## src/rtl/core_seq_ctrl.sv

```systemverilog
`default_nettype none
// ---------------------------------------------------------------------------
// core_seq_ctrl : multi-cycle FETCH/EXEC/MEM/WB sequencer for the RV core.
// Rev 1.0
// ---------------------------------------------------------------------------
module core_seq_ctrl #(
  parameter logic [31:0] RESET_PC = 32'h0000_0000
) (
  input  logic        clk,
  input  logic        rst_n,
  output logic        imem_req,
  output logic [31:0] imem_addr,
  input  logic        imem_ack,
  input  logic [31:0] imem_rdata,
  output logic [31:0] ir,
  input  logic        alu_load,
  input  logic        alu_store,
  input  logic        alu_wr_en,
  input  logic        alu_jump,
  input  logic        alu_beq,
  input  logic        alu_bneq,
  input  logic        alu_bge,
  input  logic        alu_ble,
  input  logic        jump_abs,
  input  logic [31:0] alu_result,
  input  logic [31:0] alu_mem_addr,
  input  logic [31:0] alu_immi_address,
  input  logic [31:0] alu_immi_address_jump,
  input  logic [31:0] st_data,
  output logic        dmem_req,
  output logic        dmem_we,
  output logic [31:0] dmem_addr,
  output logic [31:0] dmem_wdata,
  input  logic        dmem_ack,
  input  logic [31:0] dmem_rdata,
  output logic        rf_we,
  output logic [31:0] rf_wdata,
  output logic [31:0] pc,
  output logic [31:0] instret,
  input  logic        halt_req,
  output logic        halted
);

  typedef enum logic [2:0] {
    S_IDLE  = 3'd0,
    S_FETCH = 3'd1,
    S_EXEC  = 3'd2,
    S_MEM   = 3'd3,
    S_WB    = 3'd4,
    S_HALT  = 3'd5
  } state_t;

  state_t      state_q;
  logic [31:0] pc_q;
  logic [31:0] npc_q;
  logic [31:0] ir_q;
  logic [31:0] instret_q;
  logic [31:0] dmem_addr_q;
  logic [31:0] dmem_wdata_q;
  logic [31:0] wdata_q;
  logic        we_q;
  logic        store_q;

  logic [31:0] pc_plus4_d;
  logic        branch_d;

  assign pc_plus4_d = pc_q + 32'd4;
  assign branch_d   = alu_beq | alu_bneq | alu_bge | alu_ble;

  always_ff @(posedge clk or negedge rst_n) begin
    if (!rst_n) begin
      state_q      <= S_IDLE;
      pc_q         <= RESET_PC;
      npc_q        <= RESET_PC;
      ir_q         <= '0;
      instret_q    <= '0;
      dmem_addr_q  <= '0;
      dmem_wdata_q <= '0;
      wdata_q      <= '0;
      we_q         <= 1'b0;
      store_q      <= 1'b0;
    end else begin
      unique case (state_q)
        S_IDLE: state_q <= halt_req ? S_HALT : S_FETCH;
        S_FETCH: begin
          if (imem_ack) begin
            ir_q    <= imem_rdata;
            state_q <= S_EXEC;
          end
        end
        S_EXEC: begin
          // Memory ops leave npc for MEM to set; everything else resolves here.
          if (alu_load) begin
            dmem_addr_q <= alu_mem_addr;
            store_q     <= 1'b0;
            we_q        <= 1'b0;
            state_q     <= S_MEM;
          end else if (alu_store) begin
            dmem_addr_q  <= alu_mem_addr;
            dmem_wdata_q <= st_data;
            store_q      <= 1'b1;
            we_q         <= 1'b0;
            state_q      <= S_MEM;
          end else if (alu_jump) begin
            wdata_q <= pc_plus4_d;
            we_q    <= 1'b1;
            npc_q   <= jump_abs ? (alu_immi_address_jump & ~32'h1)
                                : (pc_q + alu_immi_address_jump);
            state_q <= S_WB;
          end else if (branch_d) begin
            we_q    <= 1'b0;
            npc_q   <= pc_q + alu_immi_address;
            state_q <= S_WB;
          end else begin
            wdata_q <= alu_result;
            we_q    <= alu_wr_en;
            npc_q   <= pc_plus4_d;
            state_q <= S_WB;
          end
        end
        S_MEM: begin
          if (dmem_ack) begin
            if (!store_q) begin
              wdata_q <= dmem_rdata;
              we_q    <= 1'b1;
            end else begin
              we_q <= 1'b0;
            end
            npc_q   <= pc_plus4_d;
            state_q <= S_WB;
          end
        end
        S_WB: begin
          pc_q      <= npc_q;
          instret_q <= instret_q + 32'd1;
          state_q   <= halt_req ? S_HALT : S_FETCH;
        end
        S_HALT: if (!halt_req) state_q <= S_FETCH;
        default: state_q <= S_IDLE;
      endcase
    end
  end

  assign imem_req   = (state_q == S_FETCH);
  assign imem_addr  = pc_q;
  assign ir         = ir_q;
  assign dmem_req   = (state_q == S_MEM);
  assign dmem_we    = (state_q == S_MEM) && store_q;
  assign dmem_addr  = dmem_addr_q;
  assign dmem_wdata = dmem_wdata_q;
  assign rf_we      = (state_q == S_WB) && we_q;
  assign rf_wdata   = wdata_q;
  assign pc         = pc_q;
  assign instret    = instret_q;
  assign halted     = (state_q == S_HALT);

endmodule
`default_nettype wire
```

## config.mk

```make
export PLATFORM = sky130hd
export DESIGN_NAME = core_seq_ctrl
export DESIGN_NICKNAME = d
export VERILOG_FILES = /design/src/rtl/core_seq_ctrl.sv
export SDC_FILE = /design/constraint.sdc
export NUM_CORES = 1
export LEC_CHECK = 0
export CORE_MARGIN = 4
export CORE_UTILIZATION = 43
export CTS_CLUSTER_DIAMETER = 100
export DETAILED_ROUTE_END_ITERATION = 10
export PLACE_DENSITY = 0.83
export RECOVER_POWER = 100
export SLEW_MARGIN = 15
export SYNTH_ARGS = -nofsm -noshare
export SYNTH_HDL_FRONTEND = slang
export SYNTH_SLANG_ARGS = --single-unit
```

## constraint.sdc

```tcl
create_clock -name clk -period 3 [get_ports clk]
set_input_delay 0.45 -clock clk [delete_from_list [all_inputs] [get_ports clk]]
set_output_delay 0.45 -clock clk [all_outputs]
set_load 0.005 [all_outputs]
```

==> metrics.md <==
| Metric | Value |
|---|---|
| Kind of start point of the critical path | `flip-flop` |
| Type of destination of the critical path | `flip-flop` |
| Number of nets produced by synthesis | `1758` |
| Worst path most repeated cell | `sky130_fd_sc_hd__o21bai_1` |
| Warnings, synthesis | `0` |
| # clock sinks | `229` |
| Fin crit share | `98.75%` |
| Drt pass-1 iters | `8` |
| Worst-margin pin slew | `~2.7 ns` |
| Final critical delay including setup and external delays | `2.962 ns` |
| Vias per std cell | `5.741` |
| Synthesized area per cell | `between 9 and 10 µm²` |
| Share of Yosys cell area claimed by the top area cell type | `40.17%` |
| DRT antenna net count | `0` |
| Layout cell share with drive strength beyond 1 | `20.86%` |
| Setup CP Type | `flip-flop to flip-flop` |
| Largest net degree at the start of global routing | `approximately 110` |
| Final number of hold-violating endpoints | `0` |
| Clock-pin transition on the worst setup and hold timing paths | `0.06 ns` |
| Number of rows in the core area | `66` |
| Aggregate global routing overflow | `0` |
| Worst-case vdd ir drop | `0.0005594 V` |
| Initial cell density of the core | `43.74%` |
| Top post-synthesis cells by area | `sky130_fd_sc_hd__dfrtp_1 (40%), sky130_fd_sc_hd__mux2_2 (11%), sky130_fd_sc_hd__ha_1 (5.6%)` |
| Core Footprint | `around 0.033 mm²` |
| Static leakage power | `9.524 nW` |
| Flip-flop cell with the highest count after synthesis | `sky130_fd_sc_hd__dfrtp_1` |
| RSZ-0062 raised after global routing | `true` |
| Required time at the endpoint of the critical path | `roughly 3.4 ns` |
| Weighted congestion at the end of routability-driven global placement | `1.004` |
| Clock root buffer master | `sky130_fd_sc_hd__clkbuf_16` |
| Share of synthesized registers carrying an async set or reset | `100.0%` |
| Synthesis-to-finish area growth | `51.31%` |
| Post-Synthesis Cells | `1454` |
| Layout Cells excl Fill | `2515` |
| Final Slew Violations | `104` |
| Outcome | `finished, violations left` |
| Initial antenna violation count | `1` |
| Layout Nets | `2355` |
| Post-synthesis instance area | `0.01427 mm²` |
| Full die area | `between 0.03 and 0.04 mm²` |
| DRC errors left | `0` |
| Setup TNS after final layout | `0 ns` |
| Fmax | `between 300 and 400 MHz` |
| Pwr Density | `972.4 mW/mm²` |
| Clock Tree Buf Depth | `3` |
| Post-synthesis sequential element count | `229` |
| Rel. slew slack | `-82.42%` |
| Iteration-0 DRC Markers | `1373` |
| Number of distinct library cells after synthesis | `83` |
| Post-synthesis sequential area ratio | `~40%` |
| Total of max-cap violations | `1` |
| Max incr delay on CP | `0.45 ns` |
| Via count of the first global-routing pass | `approximately 15k` |
| Number of cells after detailed placement | `2461` |
| Critical path fanouts, max | `4` |
| Count of flip-flops with a built-in enable after synthesis | `0` |
| Boundary pin count | `467` |
| Largest area contributor in the synthesized netlist | `sky130_fd_sc_hd__dfrtp_1` |
| Port Buffer Count | `466` |
| CP cell instances | `ha_2 > fa_2 > a21o_1 > a31o_4 > a31oi_4 > o21bai_1 > a21oi_2 > o21bai_1 > xor2_1 > a222oi_1 > o221ai_1` |
| Worst Clk Skew | `around 0.020 ns` |
| Number of levels in the clock H-tree | `1` |
| GRT Overall Usage | `29.52%` |
| Number of vias after detailed routing | `14.44k` |
| Vertical die dimension | `roughly 190 µm` |
| Hold/Removal Path Class | `flip-flop to flip-flop` |
| Violations in the final reports | `max-capacitance violations, max-slew violations` |
| CTS buffer count | `26` |
| Average wire length per cell after detail routing | `22.56 µm` |
| HPWL reported at the end of detailed placement | `43910 µm` |
| Final wirelength | `56740 µm` |
| Hold-fix buffers at CTS | `0` |
| Clock latency reported for the late side of the worst-skew pair | `0.54 ns` |
| Clock tree from TritonCTS | `yes` |
| Endpoints failing setup | `0` |
| Die Span X | `190.1 µm` |
| Global-route wire length before repair | `84810 µm` |
| Critical-path cell with the highest stage delay | `sky130_fd_sc_hd__dfrtp_2` |
| Critical path data arrival time | `3.34 ns` |
## power by group
part / switching (W) / internal, W
Combinational: 0.00585 / 0.00629
Sequential: 0.00107 / 0.00443
Clock: 0.00135 / 0.00200
## synthesized netlist by cell type, drive strengths merged (11+ instances only)
cell	count
dfrtp	229
mux2	135
a21oi	127
nor2	127
nand2	111
ha	64
o21ai	62
xor2	61
buf	53
clkbuf	53
xnor2	52
nand3	38
a21o	34
a211oi	30
nand4	26
inv	22
and3	20
o211ai	17
a221oi	14
a31oi	14
nor2b	11
nor3	11
## area by class of cell
type	instances	area (µm²)
inverters	22	82.58
fillers	2441	11030
clock buffers	36	748.2
well taps	442	553.0
clock inverters	12	156.4
repair buffers	675	6222
multi-input cells	1097	8084
diodes	2	5.005
flip-flops and latches	229	5734
## flip-flops by register name, indices dropped and copies added (netlist names)
signal,flops
dmem_addr,32
dmem_wdata,32
imem_addr,32
instret,32
ir,32
npc_q,32
rf_wdata,32
state_q,3
store_q,1
we_q,1
## per-layer routing
metal	share of wire [%]	vias to the layer above	GRT usage [%]
li1	-	6491	-
met1	41	7033	39.24
met2	48	772	49.46
met3	8.0	143	4.954
met4	3.5	0	9.530
met5	0	-	0
## path summary, 6_finish.rpt
path                                          start               endpoint  slack [ns]  cells after the start
min in group asynchronous                     rst_n      ir[6]$_DFFE_PN0P_        0.77                      1
max                        imem_addr[0]$_DFFE_PN0P_  npc_q[18]$_DFFE_PN0P_        0.04                     11
max reg2reg                imem_addr[0]$_DFFE_PN0P_  npc_q[18]$_DFFE_PN0P_        0.04                     11
min                            npc_q[7]$_DFFE_PN0P_   npc_q[7]$_DFFE_PN0P_        0.48                      2
min reg2reg                    npc_q[7]$_DFFE_PN0P_   npc_q[7]$_DFFE_PN0P_        0.48                      2
max in group asynchronous                     rst_n     ir[24]$_DFFE_PN0P_        0.56                      2
## per-stage QoR
| stage | cell area (µm²) | setup slack (ns) | total power, W | hold WS [ns] | utilization [%] |
|---|---|---|---|---|---|
| 6_report | 21590 | 0.03753 | 0.02099 | 0.4787 | 66.18 |
| 5_1_grt | 21580 | -0.01936 | 0.02217 | 0.4985 | 66.17 |
| 4_1_cts | 21540 | 0.01008 | 0.02125 | 0.009352 | 66.04 |
| 2_1_floorplan | 14270 | 0.1670 | 0.01136 | 0.1544 | - |
| 3_3_place_gp | 20590 | -0.5243 | 0.01725 | 0.4483 | 63.13 |
| 3_5_place_dp | 20590 | -0.5225 | 0.01770 | 0.4645 | 63.13 |
## worst max-delay path, delay by kind of cell, from the launching register on
family | cells | cell delay [ns]
adder cells (fa/ha/maj) | 2 | 0.55
AO/OA/AOI/OAI | 8 | 1.66
XOR/XNOR | 1 | 0.15
flip-flops | 1 | 0.45
## cells in the final DEF, fill, tap and decap left out, types with 15 or more instances in the layout
master / instances
sky130_fd_sc_hd__nand2_1: 111
sky130_fd_sc_hd__and3_1: 19
sky130_fd_sc_hd__o21ai_0: 57
sky130_fd_sc_hd__dfrtp_1: 226
sky130_fd_sc_hd__nor2_1: 123
sky130_fd_sc_hd__a21oi_1: 116
sky130_fd_sc_hd__buf_4: 172
sky130_fd_sc_hd__clkbuf_16: 26
sky130_fd_sc_hd__xnor2_1: 52
sky130_fd_sc_hd__a21o_1: 34
sky130_fd_sc_hd__mux2_2: 131
sky130_fd_sc_hd__clkbuf_1: 20
sky130_fd_sc_hd__nand3_1: 38
sky130_fd_sc_hd__inv_1: 22
sky130_fd_sc_hd__nand4_1: 25
sky130_fd_sc_hd__dlygate4sd3_1: 202
sky130_fd_sc_hd__xor2_1: 59
sky130_fd_sc_hd__clkdlybuf4s50_1: 262
sky130_fd_sc_hd__ha_1: 60
sky130_fd_sc_hd__o211ai_1: 15
sky130_fd_sc_hd__a211oi_1: 29
## timing repair
action / CTS / global route
setup endpoints to repair: 10 / 19
gates cloned: 0 / 0
gates resized for setup: 9 / 36
setup buffers: 0 / 4
pin swaps: 2 / 16
## cell families after synthesis
family | share of synthesized area, %
AO/OA/AOI/OAI | 18.30
XOR/XNOR | 6.990
adder cells (fa/ha/maj) | 5.894
buffers and inverters | 4.464
flip-flops | 40.17
multiplexers | 11.36
AND/OR/NAND/NOR | 12.82
(Power assumes the default switching activity.)
